==> src/rtl/lock_key_sender_if.sv <==
// Key-group handshake between the keypad front end and lock_key_sender.
// master drives groups in; slave (the sender) returns key_ready.
interface lock_key_sender_if;
    logic       key_valid;
    logic [7:0] key_data;
    logic       key_last;
    logic       key_ready;

    modport master (
        output key_valid,
        output key_data,
        output key_last,
        input  key_ready
    );

    modport slave (
        input  key_valid,
        input  key_data,
        input  key_last,
        output key_ready
    );
endinterface

==> src/rtl/lock_key_sender.sv <==
// Keypad-side transmitter: turns BCD key groups into the lock's toggle-per-byte
// number protocol, then issues the timed finish/clear strobes and the mode level.
module lock_key_sender #(
    parameter int unsigned PASSWORD_LENGTH = 3,
    parameter int unsigned GAP_CYCLES      = 4,
    parameter int unsigned FINISH_CYCLES   = 8,
    parameter int unsigned CLEAR_CYCLES    = 2
) (
    input  logic                     clk,
    input  logic                     rst,
    input  logic                     set_mode,
    lock_key_sender_if.slave         key,
    input  logic                     clear_req,
    output logic [3:0]               control_signal,
    output logic [7:0]               input_number,
    output logic                     busy,
    output logic                     done
);

    localparam int unsigned CntW   = $clog2(PASSWORD_LENGTH + 1);
    localparam int unsigned TimerW = 16;

    typedef enum logic [2:0] {StIdle, StSetup, StGap, StFinish, StClear} state_e;

    state_e              state_q, state_d;
    logic [CntW-1:0]     count_q, count_d;
    logic [TimerW-1:0]   timer_q, timer_d;
    logic [7:0]          num_q, num_d;
    logic                toggle_q, toggle_d;
    logic                clear_pend_q, clear_pend_d;
    logic                last_q, last_d;
    logic                finish_q, finish_d;
    logic                clear_q, clear_d;
    logic                mode_q, mode_d;
    logic                done_q, done_d;

    always_comb begin
        state_d      = state_q;
        count_d      = count_q;
        timer_d      = timer_q;
        num_d        = num_q;
        toggle_d     = toggle_q;
        clear_pend_d = clear_pend_q;
        last_d       = last_q;
        finish_d     = finish_q;
        clear_d      = clear_q;
        mode_d       = set_mode;
        done_d       = 1'b0;

        // Requests outside IDLE collapse into one pending clear.
        if (clear_req && state_q != StIdle) begin
            clear_pend_d = 1'b1;
        end

        unique case (state_q)
            StIdle: begin
                if (clear_pend_q || clear_req) begin
                    state_d      = StClear;
                    clear_pend_d = 1'b0;
                    clear_d      = 1'b1;
                    timer_d      = TimerW'(CLEAR_CYCLES - 1);
                end else if (key.key_valid) begin
                    num_d   = key.key_data;
                    last_d  = key.key_last || (count_q == CntW'(PASSWORD_LENGTH - 1));
                    count_d = count_q + CntW'(1);
                    state_d = StSetup;
                end
            end
            StSetup: begin
                toggle_d = ~toggle_q;
                timer_d  = TimerW'(GAP_CYCLES - 1);
                state_d  = StGap;
            end
            StGap: begin
                if (timer_q == '0) begin
                    if (last_q) begin
                        state_d  = StFinish;
                        finish_d = 1'b1;
                        timer_d  = TimerW'(FINISH_CYCLES - 1);
                    end else begin
                        state_d = StIdle;
                    end
                end else begin
                    timer_d = timer_q - TimerW'(1);
                end
            end
            StFinish: begin
                if (timer_q == '0) begin
                    finish_d = 1'b0;
                    done_d   = 1'b1;
                    count_d  = '0;
                    state_d  = StIdle;
                end else begin
                    timer_d = timer_q - TimerW'(1);
                end
            end
            StClear: begin
                if (timer_q == '0) begin
                    clear_d = 1'b0;
                    count_d = '0;
                    state_d = StIdle;
                end else begin
                    timer_d = timer_q - TimerW'(1);
                end
            end
            default: begin
                state_d = StIdle;
            end
        endcase
    end

    always_ff @(posedge clk) begin
        if (rst) begin
            state_q      <= StIdle;
            count_q      <= '0;
            timer_q      <= '0;
            num_q        <= 8'h00;
            toggle_q     <= 1'b0;
            clear_pend_q <= 1'b0;
            last_q       <= 1'b0;
            finish_q     <= 1'b0;
            clear_q      <= 1'b0;
            mode_q       <= 1'b0;
            done_q       <= 1'b0;
        end else begin
            state_q      <= state_d;
            count_q      <= count_d;
            timer_q      <= timer_d;
            num_q        <= num_d;
            toggle_q     <= toggle_d;
            clear_pend_q <= clear_pend_d;
            last_q       <= last_d;
            finish_q     <= finish_d;
            clear_q      <= clear_d;
            mode_q       <= mode_d;
            done_q       <= done_d;
        end
    end

    assign key.key_ready    = !rst && (state_q == StIdle) && !clear_pend_q && !clear_req;
    assign control_signal   = {mode_q, toggle_q, clear_q, finish_q};
    assign input_number     = num_q;
    assign busy             = (state_q != StIdle) || clear_pend_q;
    assign done             = done_q;

endmodule

==> src/flat_wrapper.sv <==
// flat-port wrapper written by rule: the top's interface ports become plain ports
module lock_key_sender_flat 
#(
    parameter int unsigned PASSWORD_LENGTH = 3,
    parameter int unsigned GAP_CYCLES      = 4,
    parameter int unsigned FINISH_CYCLES   = 8,
    parameter int unsigned CLEAR_CYCLES    = 2
)
  (clk, rst, set_mode, clear_req, control_signal, input_number, busy, done, key_key_valid, key_key_data, key_key_last, key_key_ready);
  lock_key_sender_if key_i ();
  input  logic clk;
  input  logic rst;
  input  logic set_mode;
  input  logic clear_req;
  output logic [3:0] control_signal;
  output logic [7:0] input_number;
  output logic busy;
  output logic done;
  input wire logic [$bits(key_i.key_valid)-1:0] key_key_valid;
  input wire logic [$bits(key_i.key_data)-1:0] key_key_data;
  input wire logic [$bits(key_i.key_last)-1:0] key_key_last;
  output wire logic [$bits(key_i.key_ready)-1:0] key_key_ready;
  assign key_i.key_valid = key_key_valid;
  assign key_i.key_data = key_key_data;
  assign key_i.key_last = key_key_last;
  assign key_key_ready = key_i.key_ready;
  lock_key_sender #(.PASSWORD_LENGTH(PASSWORD_LENGTH), .GAP_CYCLES(GAP_CYCLES), .FINISH_CYCLES(FINISH_CYCLES), .CLEAR_CYCLES(CLEAR_CYCLES)) u_core (.clk(clk), .rst(rst), .set_mode(set_mode), .key(key_i), .clear_req(clear_req), .control_signal(control_signal), .input_number(input_number), .busy(busy), .done(done));
endmodule
==> config.mk <==
export PLATFORM = sky130hd
export DESIGN_NAME = lock_key_sender_flat
export DESIGN_NICKNAME = d
export VERILOG_FILES = /design/src/rtl/lock_key_sender_if.sv /design/src/rtl/lock_key_sender.sv /design/src/flat_wrapper.sv
export SDC_FILE = /design/constraint.sdc
export NUM_CORES = 1
export LEC_CHECK = 0
export ABC_AREA = 1
export CAP_MARGIN = 30
export CORE_MARGIN = 2
export CORE_UTILIZATION = 51
export CTS_BUF_LIST = sky130_fd_sc_hd__clkbuf_2
export CTS_CLUSTER_DIAMETER = 100
export DETAILED_ROUTE_END_ITERATION = 6
export PLACE_DENSITY = 0.78
export RECOVER_POWER = 100
export SLEW_MARGIN = 20
export SYNTH_ARGS = -nofsm -noshare
export SYNTH_HDL_FRONTEND = slang
export SYNTH_SLANG_ARGS = --single-unit
==> constraint.sdc <==
create_clock -name clk -period 1.6 [get_ports clk]
set_clock_uncertainty 0.15 [all_clocks]
set_input_delay 0.48 -clock clk [delete_from_list [all_inputs] [get_ports clk]]
set_output_delay 0.48 -clock clk [all_outputs]
set_load 0.02 [all_outputs]
==> impl_table.tex <==
\begin{tabular}{lr}
\hline
Metric & Value \\
\hline
\multicolumn{2}{l}{\textbf{Layout}} \\
\quad Most frequent standard cell in the layout excluding fill and tap cells & sky130\_fd\_sc\_hd\_\_buf\_4 \\
\quad Share of final-layout standard cells stronger than drive strength 1 & 46.7\% \\
\quad Most frequent cells in the layout & sky130\_fd\_sc\_hd\_\_buf\_4 (51), sky130\_fd\_sc\_hd\_\_nor2\_1 (49), sky130\_fd\_sc\_hd\_\_nand2\_1 (49), sky130\_fd\_sc\_hd\_\_inv\_1 (36) \\
\quad Number of nets in the finished design & between 400 and 500 \\
\quad Number of antenna repair diodes & 0 \\
\quad Signed area change from the synthesized netlist to the final layout & 61.5\% \\
\quad Final core occ & 85.9\% \\
\quad Filler-free cell count of the finished design & between 400 and 500 \\
\quad FILL cells & roughly 180 \\
\multicolumn{2}{l}{\textbf{Drt}} \\
\quad WL/cell & roughly 19 um \\
\quad Via density per instance & $\sim$5.9 \\
\quad Number of routed nets with antenna violations & 0 \\
\quad Number of DRC markers after the initial detailed-route iteration & approximately 380 \\
\quad Post-detailed-route DRC marker count & 0 \\
\quad Total via count after detailed routing & about 2700 \\
\quad Overall routed net length & a little under 9000 um \\
\quad First-pass iteration count of the detailed router & 5 \\
\multicolumn{2}{l}{\textbf{Global routing}} \\
\quad M2 GR Usage & a little under three fifths \\
\quad Number of global-route vias before repair & 2370 \\
\quad Remaining global-route overflow & 0 \\
\quad Initial antenna violation count & 0 \\
\quad Met1 capacity usage during global routing & a little under a third \\
\quad Pin count of the biggest net entering global routing & 20 \\
\quad Layer carrying the most global-route usage & met2 \\
\quad Global-route wire length before repair & 10200 um \\
\quad Global Route Usage Sum & between 20 and 30\% \\
\quad Fraction of met3 tracks used by global routing & 5.52\% \\
\multicolumn{2}{l}{\textbf{Setup path}} \\
\quad Number of buffers and inverters on the critical path & 2 \\
\quad Reg-to-reg setup timing slack & -270 ps \\
\quad Setup Crit Path Kind & flip-flop to output port \\
\quad Critical path, cell by cell & inv\_2 > nand2\_4 > nor2\_4 > nand2\_4 > nor2\_4 > buf\_6 \\
\quad Maximum single-stage delay on the critical path & about 380 ps \\
\quad CP Data Arrival Time & approximately 1400 ps \\
\quad Data required time at the worst endpoint & just under 1000 ps \\
\quad Startpoint type of the worst setup path & flip-flop \\
\quad Kind of cell adding the most delay to the critical path & simple AND/OR/NAND/NOR gates \\
\quad Endpoint kind of the worst setup timing path & output port \\
\quad Largest fanout on the critical path & 3 \\
\quad Cell at the slowest stage of the critical path & sky130\_fd\_sc\_hd\_\_dfxtp\_2 \\
\multicolumn{2}{l}{\textbf{STA}} \\
\quad Final setup fails & 26 \\
\quad Actual transition at the worst max-transition pin & 352 ps \\
\quad Number of pins exceeding their max-slew limit in the final report & 0 \\
\quad Worst hold slack & between 300 and 400 ps \\
\quad Fin worst setup slack & -447 ps \\
\quad Worst max-slew margin expressed relative to the limit & between 70 and 80\% \\
\quad Achievable Freq & between 400 and 500 MHz \\
\quad Final critical path time including I/O delays and setup & between 2000 and 2500 ps \\
\quad Setup repair after global routing missed its margin & yes \\
\quad Tcrit/Tclk final & 128\% \\
\quad Final hold viol count & 0 \\
\multicolumn{2}{l}{\textbf{Placed design}} \\
\quad Hpwl dp & $\sim$4000 um \\
\quad Total instance count after detailed placement & 433 \\
\quad Worst slack at placement & -923 ps \\
\quad Count of buffers from port buffering & 28 \\
\quad Weighted congestion reported at the end of routability-driven placement & 0.832 \\
\multicolumn{2}{l}{\textbf{Die}} \\
\quad Top-Level Pins & 29 \\
\quad Y dimension of the die & a little under 70 um \\
\quad Total Die Area & $\sim$4700 um2 \\
\quad Core Region & 4030 um2 \\
\quad Effective utilization at floorplan & between 50\% and 60\% \\
\quad Standard-cell rows & 23 \\
\quad Die outline width & 68.8 um \\
\multicolumn{2}{l}{\textbf{Yosys}} \\
\quad Number of distinct standard cells referenced by the synthesized netlist & 31 \\
\quad Register bit count reported by yosys & 36 \\
\quad Gate count after technology mapping & 318 \\
\quad Post-Syn Area & around 2100 um2 \\
\quad Post-Syn Nets & 334 \\
\quad Average instance area after synthesis & 6.74 um2 \\
\quad Synth warn & 0 \\
\quad Register area share after synthesis & between 30\% and 40\% \\
\multicolumn{2}{l}{\textbf{Worst hold path}} \\
\quad Worst Hold Class & flip-flop to flip-flop \\
\multicolumn{2}{l}{\textbf{Clocking}} \\
\quad Number of buffers created by CTS & 5 \\
\quad Hold Buf Count CTS & 0 \\
\quad Number of sinks driven by the clock tree & 36 \\
\quad Register clock-pin slew on the reported worst setup and hold paths & roughly 220 ps \\
\quad Clock Tree Buf Depth & 2 \\
\quad Clock latency at the later pin of the worst-skew pair & around 440 ps \\
\quad CTS H-tree lvls & 2 \\
\quad TritonCTS clock tree & built \\
\quad Buffer type at the clock tree root & sky130\_fd\_sc\_hd\_\_clkbuf\_2 \\
\multicolumn{2}{l}{\textbf{Outcome}} \\
\quad Violations in the final reports & setup timing \\
\quad Status & complete, but fails checks \\
\multicolumn{2}{l}{\textbf{Power}} \\
\quad Worst vdd rail ir drop & 1.20 mV \\
\quad Power density normalized to cell area & $\sim$2300 nW/um2 \\
\quad Design Power & 7.82 mW \\
\quad Leakage & between 1.5 and 2 nW \\
\multicolumn{2}{l}{\textbf{Flow run}} \\
\quad Total of max-cap violations & 0 \\
\hline
\end{tabular}
==> kinds of logic after synthesis <==
family,after synthesis,share of synthesized area [%]
buffers and inverters,56,11.7
adders and majority gates,2,1.17
and+or+nand+nor,191,44.1
AOI/OAI and AO/OA,31,8.58
DFF,36,33.6
xor gates and xnor gates,2,0.817
==> registers in the layout, indices dropped and copies added, names as in the netlist <==
| register | cells |
|---|---|
| u_core.mode_q | 1 |
| u_core.clear_q | 1 |
| u_core.input_number | 8 |
| u_core.timer_q | 16 |
| u_core.done | 1 |
| u_core.clear_pend_q | 1 |
| u_core.last_q | 1 |
| u_core.finish_q | 1 |
| u_core.toggle_q | 1 |
| u_core.count_q | 2 |
| u_core.state_q | 3 |
==> metal layers <==
| metal | up-vias | share of wire [%] | wire [um] |
|---|---|---|---|
| met4 | 0 | 6.7 | 582 |
| met1 | 1257 | 36 | 3110 |
| met2 | 190 | 49 | 4280 |
| met3 | 76 | 8.2 | 714 |
| li1 | 1187 | - | - |
| met5 | - | 0 | 0 |
==> synth_stat cells <==
library cell | count | area share (%)
sky130_fd_sc_hd__nor2_2 | 3 | 0.88
sky130_fd_sc_hd__ha_1 | 2 | 1.2
sky130_fd_sc_hd__nor2_4 | 5 | 2.6
sky130_fd_sc_hd__nand4_1 | 7 | 2.0
sky130_fd_sc_hd__clkinv_1 | 2 | 0.35
sky130_fd_sc_hd__xor2_1 | 2 | 0.82
sky130_fd_sc_hd__o32ai_1 | 1 | 0.41
sky130_fd_sc_hd__clkbuf_1 | 2 | 0.35
sky130_fd_sc_hd__a21oi_4 | 1 | 0.76
sky130_fd_sc_hd__o21ai_0 | 15 | 3.5
sky130_fd_sc_hd__nand2_4 | 3 | 1.6
sky130_fd_sc_hd__or2_2 | 1 | 0.29
sky130_fd_sc_hd__nand2_2 | 13 | 3.8
sky130_fd_sc_hd__o21ai_1 | 2 | 0.47
sky130_fd_sc_hd__and2_1 | 1 | 0.29
sky130_fd_sc_hd__a211oi_1 | 1 | 0.35
sky130_fd_sc_hd__a21oi_1 | 8 | 1.9
sky130_fd_sc_hd__nand3_4 | 1 | 0.82
sky130_fd_sc_hd__nor2_8 | 1 | 0.93
sky130_fd_sc_hd__buf_4 | 4 | 1.4
sky130_fd_sc_hd__dfxtp_1 | 36 | 34
sky130_fd_sc_hd__nand2_1 | 60 | 11
sky130_fd_sc_hd__inv_2 | 5 | 0.88
sky130_fd_sc_hd__inv_1 | 38 | 6.7
sky130_fd_sc_hd__nand3_2 | 5 | 2.3
sky130_fd_sc_hd__nor2_1 | 55 | 9.6
sky130_fd_sc_hd__a21oi_2 | 3 | 1.2
sky130_fd_sc_hd__nor3_1 | 8 | 1.9
sky130_fd_sc_hd__buf_6 | 3 | 1.6
sky130_fd_sc_hd__buf_2 | 2 | 0.47
sky130_fd_sc_hd__nand3_1 | 28 | 6.5
==> worst min-delay path: stages, from the launching register on <==
cell,delay [ps]
sky130_fd_sc_hd__dfxtp_2,370
sky130_fd_sc_hd__o21ai_2,50
sky130_fd_sc_hd__a21oi_1,70
==> what timing repair did <==
item,4_1_cts,5_1_grt
buffers inserted,14,8
pin swaps,27,29
gates cloned,2,0
resized for setup,128,67
setup endpoints to repair,40,42
==> area by class of cell <==
| cell class | count | area [um2] | area share [%] |
|---|---|---|---|
| timing repair buffer | 94 | 910 | 26.3 |
| clock inverter | 3 | 23.8 | 0.687 |
| inverter | 45 | 176 | 5.10 |
| tap | 50 | 62.6 | 1.81 |
| sequential | 36 | 741 | 21.4 |
| clock buffer | 5 | 25.0 | 0.723 |
| multi-input combinational | 226 | 1520 | 44.0 |
==> power by group <==
group	total (mW)	internal (mW)	leakage (nW)	switching [mW]
clock	0.491	0.109	0.0252	0.383
combinational	6.04	2.55	1.32	3.49
sequential	1.28	1.13	0.301	0.151
==> final timing paths <==
path / start / end / cells after the start
max reg2reg: u_core.state_q[0] / u_core.timer_q[14] / 12
min: u_core.clear_q / u_core.clear_q / 2
min reg2reg: u_core.clear_q / u_core.clear_q / 2
max: u_core.state_q[0] / key_key_ready / 6
==> per-stage QoR <==
step           TNS, ps  instance area (um2)
3_5_place_dp    -18110                 2840
4_1_cts          -4340                 3170
6_report         -4470                 3460
3_3_place_gp    -16910                 2840
2_1_floorplan    -4.63                 2170
5_1_grt          -5560                 3460
Note: power is estimated with default switching activity, not from simulation.
